**config.mk**
```make
export PLATFORM = sky130hd
export DESIGN_NAME = channel_debug_monitor
export DESIGN_NICKNAME = d
export VERILOG_FILES = /design/src/rtl/channel_debug_monitor.sv
export SDC_FILE = /design/constraint.sdc
export NUM_CORES = 1
export LEC_CHECK = 0
export CAP_MARGIN = 30
export CORE_UTILIZATION = 35
export CTS_CLUSTER_SIZE = 8
export DETAILED_ROUTE_END_ITERATION = 7
export HOLD_SLACK_MARGIN = 0.08
export SLEW_MARGIN = 40
export SYNTH_ARGS = -nofsm -noshare
export SYNTH_HDL_FRONTEND = slang
export SYNTH_SLANG_ARGS = --single-unit
```
**constraint.sdc**
```tcl
create_clock -name clk -period 2.75 [get_ports clk]
set_input_delay 0.6875 -clock clk [delete_from_list [all_inputs] [get_ports clk]]
set_output_delay 0.6875 -clock clk [all_outputs]
set_load 0.01 [all_outputs]
```
**src/rtl/channel_debug_monitor.sv**
```systemverilog
// channel_debug_monitor
//
// Multi-channel debug display engine for the DE2 top level. Each channel has
// a snapshot register, an 8-bit update counter and an age counter used for
// staleness detection. A debounced pushbutton and an optional timed
// auto-scroll choose which channel is shown. Every output is registered and
// already carries a leading-zero blank mask for the hex digit drivers.
//
// Ports:
//   clk          - the only clock, rising edge
//   reset        - synchronous, active-high reset
//   value_valid  - per-channel capture strobe [NUM_CH]
//   values       - packed channel values, channel c at [c*VAL_WIDTH +: VAL_WIDTH]
//   freeze       - level; holds all captures and update counters while high
//   key_next_n   - raw active-low pushbutton, asynchronous to clk
//   auto_scroll  - level; enables timed channel advance
//   sel_ch       - currently selected channel
//   disp_value   - snapshot of the selected channel
//   blank_mask   - bit d set blanks hex digit d (leading zeros)
//   upd_count    - update counter of the selected channel
//   stale        - selected channel has had no capture for STALE_CYCLES clocks
module channel_debug_monitor #(
  parameter  int NUM_CH          = 4,
  parameter  int VAL_WIDTH       = 18,
  parameter  int HOLD_CYCLES     = 50_000_000,
  parameter  int DEBOUNCE_CYCLES = 1_000_000,
  parameter  int STALE_CYCLES    = 100_000_000,
  localparam int SEL_W           = (NUM_CH > 1) ? $clog2(NUM_CH) : 1,
  localparam int NDIG            = (VAL_WIDTH + 3) / 4
) (
  input  logic                        clk,
  input  logic                        reset,
  input  logic [NUM_CH-1:0]           value_valid,
  input  logic [NUM_CH*VAL_WIDTH-1:0] values,
  input  logic                        freeze,
  input  logic                        key_next_n,
  input  logic                        auto_scroll,
  output logic [SEL_W-1:0]            sel_ch,
  output logic [VAL_WIDTH-1:0]        disp_value,
  output logic [NDIG-1:0]             blank_mask,
  output logic [7:0]                  upd_count,
  output logic                        stale
);

  localparam int AGE_W   = $clog2(STALE_CYCLES + 1);
  localparam int DWELL_W = $clog2(HOLD_CYCLES + 1);
  localparam int DB_W    = $clog2(DEBOUNCE_CYCLES + 1);

  localparam logic [AGE_W-1:0]   AGE_MAX   = AGE_W'(STALE_CYCLES);
  localparam logic [DWELL_W-1:0] DWELL_END = DWELL_W'(HOLD_CYCLES - 1);
  localparam logic [DB_W-1:0]    DB_END    = DB_W'(DEBOUNCE_CYCLES - 1);
  localparam logic [SEL_W-1:0]   SEL_LAST  = SEL_W'(NUM_CH - 1);

  // Per-channel state
  logic [VAL_WIDTH-1:0] snap [NUM_CH];
  logic [7:0]           cnt  [NUM_CH];
  logic [AGE_W-1:0]     age  [NUM_CH];

  // Key path
  logic            key_sync1;
  logic            key_sync2;
  logic            kdb;
  logic            kdb_prev;
  logic [DB_W-1:0] db_cnt;
  logic            press;

  // Auto-scroll
  logic [DWELL_W-1:0] dwell;
  logic               tick;

  // Formatting of the selected snapshot
  logic [NDIG*4-1:0] padded;
  logic [NDIG-1:0]   mask_next;
  logic              all_zero;

  // Capture and aging for every channel. A capture resets the channel's age;
  // freeze blocks captures but deliberately lets ages keep running so a
  // frozen display still reports channels that have gone quiet.
  always_ff @(posedge clk) begin
    for (int c = 0; c < NUM_CH; c++) begin
      if (reset) begin
        snap[c] <= '0;
        cnt[c]  <= '0;
        age[c]  <= '0;
      end else if (value_valid[c] && !freeze) begin
        snap[c] <= values[c*VAL_WIDTH +: VAL_WIDTH];
        cnt[c]  <= cnt[c] + 8'd1;
        age[c]  <= '0;
      end else if (age[c] != AGE_MAX) begin
        age[c]  <= age[c] + AGE_W'(1);
      end
    end
  end

  // Two-flop synchroniser followed by the debouncer. The level flips on the
  // edge at which the mismatch counter would reach DEBOUNCE_CYCLES, so kdb
  // changes exactly DEBOUNCE_CYCLES clocks after the synchronised key first
  // differs. kdb_prev lets us pick out the single 1->0 transition as a press.
  always_ff @(posedge clk) begin
    if (reset) begin
      key_sync1 <= 1'b0;
      key_sync2 <= 1'b0;
      kdb       <= 1'b1;
      kdb_prev  <= 1'b1;
      db_cnt    <= '0;
    end else begin
      key_sync1 <= key_next_n;
      key_sync2 <= key_sync1;
      kdb_prev  <= kdb;
      if (key_sync2 != kdb) begin
        if (db_cnt == DB_END) begin
          kdb    <= key_sync2;
          db_cnt <= '0;
        end else begin
          db_cnt <= db_cnt + DB_W'(1);
        end
      end else begin
        db_cnt <= '0;
      end
    end
  end

  assign press = kdb_prev && !kdb;
  assign tick  = auto_scroll && (dwell == DWELL_END);

  // Dwell counter and channel selection. A press restarts the dwell so the
  // user gets a full dwell period on the channel they chose. Press and tick
  // together are OR-ed, so they can only ever advance by one channel.
  always_ff @(posedge clk) begin
    if (reset) begin
      dwell  <= '0;
      sel_ch <= '0;
    end else begin
      if (press || !auto_scroll || tick) begin
        dwell <= '0;
      end else begin
        dwell <= dwell + DWELL_W'(1);
      end
      if (press || tick) begin
        sel_ch <= (sel_ch == SEL_LAST) ? '0 : sel_ch + SEL_W'(1);
      end
    end
  end

  // Leading-zero mask for the selected snapshot. Walking from the top digit
  // down, a digit is blanked while every digit from it upward is zero.
  // Digit 0 is never blanked so a zero value still shows a single '0'.
  always_comb begin
    padded                 = '0;
    padded[VAL_WIDTH-1:0]  = snap[sel_ch];
    mask_next              = '0;
    all_zero               = 1'b1;
    for (int d = NDIG - 1; d >= 1; d--) begin
      all_zero     = all_zero && (padded[d*4 +: 4] == 4'h0);
      mask_next[d] = all_zero;
    end
  end

  // Output registers: one clock behind sel_ch and the per-channel state, so
  // a channel switch shows the old channel for one more cycle.
  always_ff @(posedge clk) begin
    if (reset) begin
      disp_value <= '0;
      upd_count  <= '0;
      stale      <= 1'b0;
      blank_mask <= {{(NDIG-1){1'b1}}, 1'b0};
    end else begin
      disp_value <= snap[sel_ch];
      upd_count  <= cnt[sel_ch];
      stale      <= (age[sel_ch] == AGE_MAX);
      blank_mask <= mask_next;
    end
  end

endmodule

```
==> metrics <==
Nets 1,519; Post-Layout Cell Count 1,988; setup bufs post-CTS 0; Worst Path Required approximately 2.1 ns; GRT Util Overall 0.177; combinational power share 0.055; initial antenna violation count 1; run status complete, no violations; Layout Utilization 0.433; Syn Inst Count 1,292; vias per cell roughly 5.4; row cnt 74; Pleak slightly above 0.006 µW; WP buf/inv 1; Final HPWL DP between 20,000 and 30,000 µm; Yosys reg bits between 200 and 300; commonest non-fill, non-tap cell in the layout edfxtp_1; maximum number of pins on one net before global-route repair 45; layout cells sized above 1 0.0977; count of input and output buffers around 110; via count about 11,000; Slew Limit Headroom 0.511; Flop pwr share 0.476; critical path's top delay family buffers and inverters; Cell variety after synth 62; cell area after synthesis roughly 0.015 mm²; Slew Viols, Final 0; Seq/Total Area, Yosys 0.555; fraction of registers with async set/reset 0; RSZ-0062 raised after global routing no; Root Driver clkbuf_16; Max Fclk 384 MHz; worst r2r dst blank_mask[1]; DRC viols 0; Post-synth EDFFs between 200 and 250; Worst R2R Setup Slack 0.38 ns; clk_lat worst skew ~0.55 ns; final setup vio count 0; hold slack between 0.4 and 0.5 ns; clk sinks between 200 and 300; Pwr Density 597 mW/mm²; TritonCTS clock tree done; Mapped Nets 1,388; Sw Pwr about 2300 µW; sw frac 0.220; post-DR wirelength/cell between 15 and 20 µm; DRT Wirelength approximately 37,000 µm; Syn Area/Cell ~11 µm²; setup_tns 0 ns; die area around 0.042 mm²; Die Wd ~200 µm; final hold violations 0; DR iter-0 viols between 700 and 800; maxcap violations 0; WP data arrival approximately 1.9 ns; Initial Util 0.355; Worst Path Max Fanout 12; htree depth 2; Reg2Reg Depth 3; Num CTS Buffers between 40 and 50; Setup crit start sel_ch[0]; commonest cells after routing, fill and taps aside edfxtp_1, clkdlybuf4s50_1, and3_1; Die Ht approximately 200 µm; clock transition at the registers of the reported paths approximately 0.050 ns; Tmin final about 2.6 ns; vias in the first global route about 10,000; Clock Tree Buf Depth 3; hold path cells 1; critical path's largest stage delay 0.70 ns; clock power share 0.469; gp weighted congestion about 0.82; min-delay src key_sync1; crit share post-route 0.947; Pint approximately 8000 µW; peak supply drop around 450 µV; Post-CTS Hold Fix Bufs 0; Antenna Nets Post-Route 0; main flop type after synthesis edfxtp_1; Yosys warnings 0; Layout Skew around 0.016 ns; first-pass GRT wire length between 50,000 and 60,000 µm; # resized after CTS 0; area growth from synthesis to layout 21.7%; Slowest-stage cell, CP clkdlybuf4s50_1; crit end category primary output; Inst Count DP approximately 1,900; First-pass DRT Iterations 5; design area approximately 0.018 mm²; worst min path class register to register; cell area after placement 0.0165 mm²; worst path cell trace clkdlybuf4s50_1; gr ovfl total 0; IO Count 115; core area 0.0409 mm²; worst slew pin tran ~0.73 ns; critical path type register to primary output; WHS Endpoint key_sync2; startpoint types register
==> power by group through the flow <==
| stage | clock [µW] | combinational, µW | sequential [µW] |
|---|---|---|---|
| after global routing | 5250 | 626 | 5050 |
| after CTS | 5070 | 587 | 5030 |
| final | 4950 | 578 | 5030 |
| after detailed placement | 0 | 585 | 5120 |
| after floorplan | 0 | 247 | 5100 |
| after global placement | 0 | 580 | 5110 |
==> sequential cells by signal, summed over array words and instances, names as in the netlist, named ones only <==
register / flops
age: 108
snap: 72
cnt: 32
dwell: 26
db_cnt: 20
disp_value: 18
upd_count: 8
blank_mask: 4
sel_ch: 2
kdb: 1
kdb_prev: 1
key_sync1: 1
key_sync2: 1
stale: 1
==> per-layer routing <==
layer | routed length, µm | global-route usage | vias to the layer above
met5 | 0 | 0 | -
met4 | 790 | 0.0520 | 0
met3 | 2480 | 0.0401 | 54
met2 | 16900 | 0.274 | 318
met1 | 16800 | 0.246 | 5250
li1 | - | - | 5194
==> cell usage after synthesis (32+ instances only) <==
library cell    n  area, µm²
and2_1         33        206
xnor2_1        36        315
and3_1        101        632
or3_1          32        200
a21oi_1        49        245
xor2_1         58        508
nor3_1         40        200
or4_1          49        368
nand2_1        61        229
inv_1          35        131
edfxtp_1      212       6370
clkbuf_1       54        203
nand4_1        35        219
dfxtp_1        85       1700
nand3_1        73        365
o31ai_1        38        285
nor2_1         90        338
o21ai_0        33        165
==> through the flow <==
step	total power, µW	setup slack, ns
2_1_floorplan	5350	0.0140
3_3_place_gp	5690	0.0961
3_5_place_dp	5700	0.0738
4_1_cts	10700	0.122
5_1_grt	10900	0.121
6_report	10600	0.145
==> cell families (layout without fill, tap and decap cells) <==
logic type | Yosys count | count (layout) | share of synthesized area
AOI/OAI and AO/OA | 162 | 162 | 0.0705
xor gates and xnor gates | 94 | 94 | 0.0566
adders and majority gates | 15 | 15 | 0.0129
buffers and inverters | 104 | 266 | 0.0289
DFF | 297 | 297 | 0.555
muxes | 28 | 28 | 0.0417
other | 1 | 3 | 0.000258
and+or+nand+nor | 591 | 591 | 0.234
==> worst max-delay path by stage <==
stage / slack (ns) / cells past startpoint / to
floorplan: 0.01 / 4 / age[2][0]
global placement: 0.1 / 5 / age[1][15]
detailed placement: 0.07 / 7 / age[2][8]
CTS: 0.12 / 1 / sel_ch[0]
global route: 0.12 / 1 / sel_ch[0]
finish: 0.14 / 1 / sel_ch[0]
==> area by class of cell <==
| cell class | count | area, µm² |
|---|---|---|
| fill | 3831 | 23200 |
| sequential | 297 | 8070 |
| multi-input combinational | 891 | 6090 |
| timing repair buffer | 155 | 1500 |
| clock buffer | 75 | 1240 |
| tap | 532 | 666 |
| inverter | 35 | 131 |
| clock inverter | 1 | 7.51 |
| antenna | 2 | 5.00 |
(Power assumes the default switching activity.)
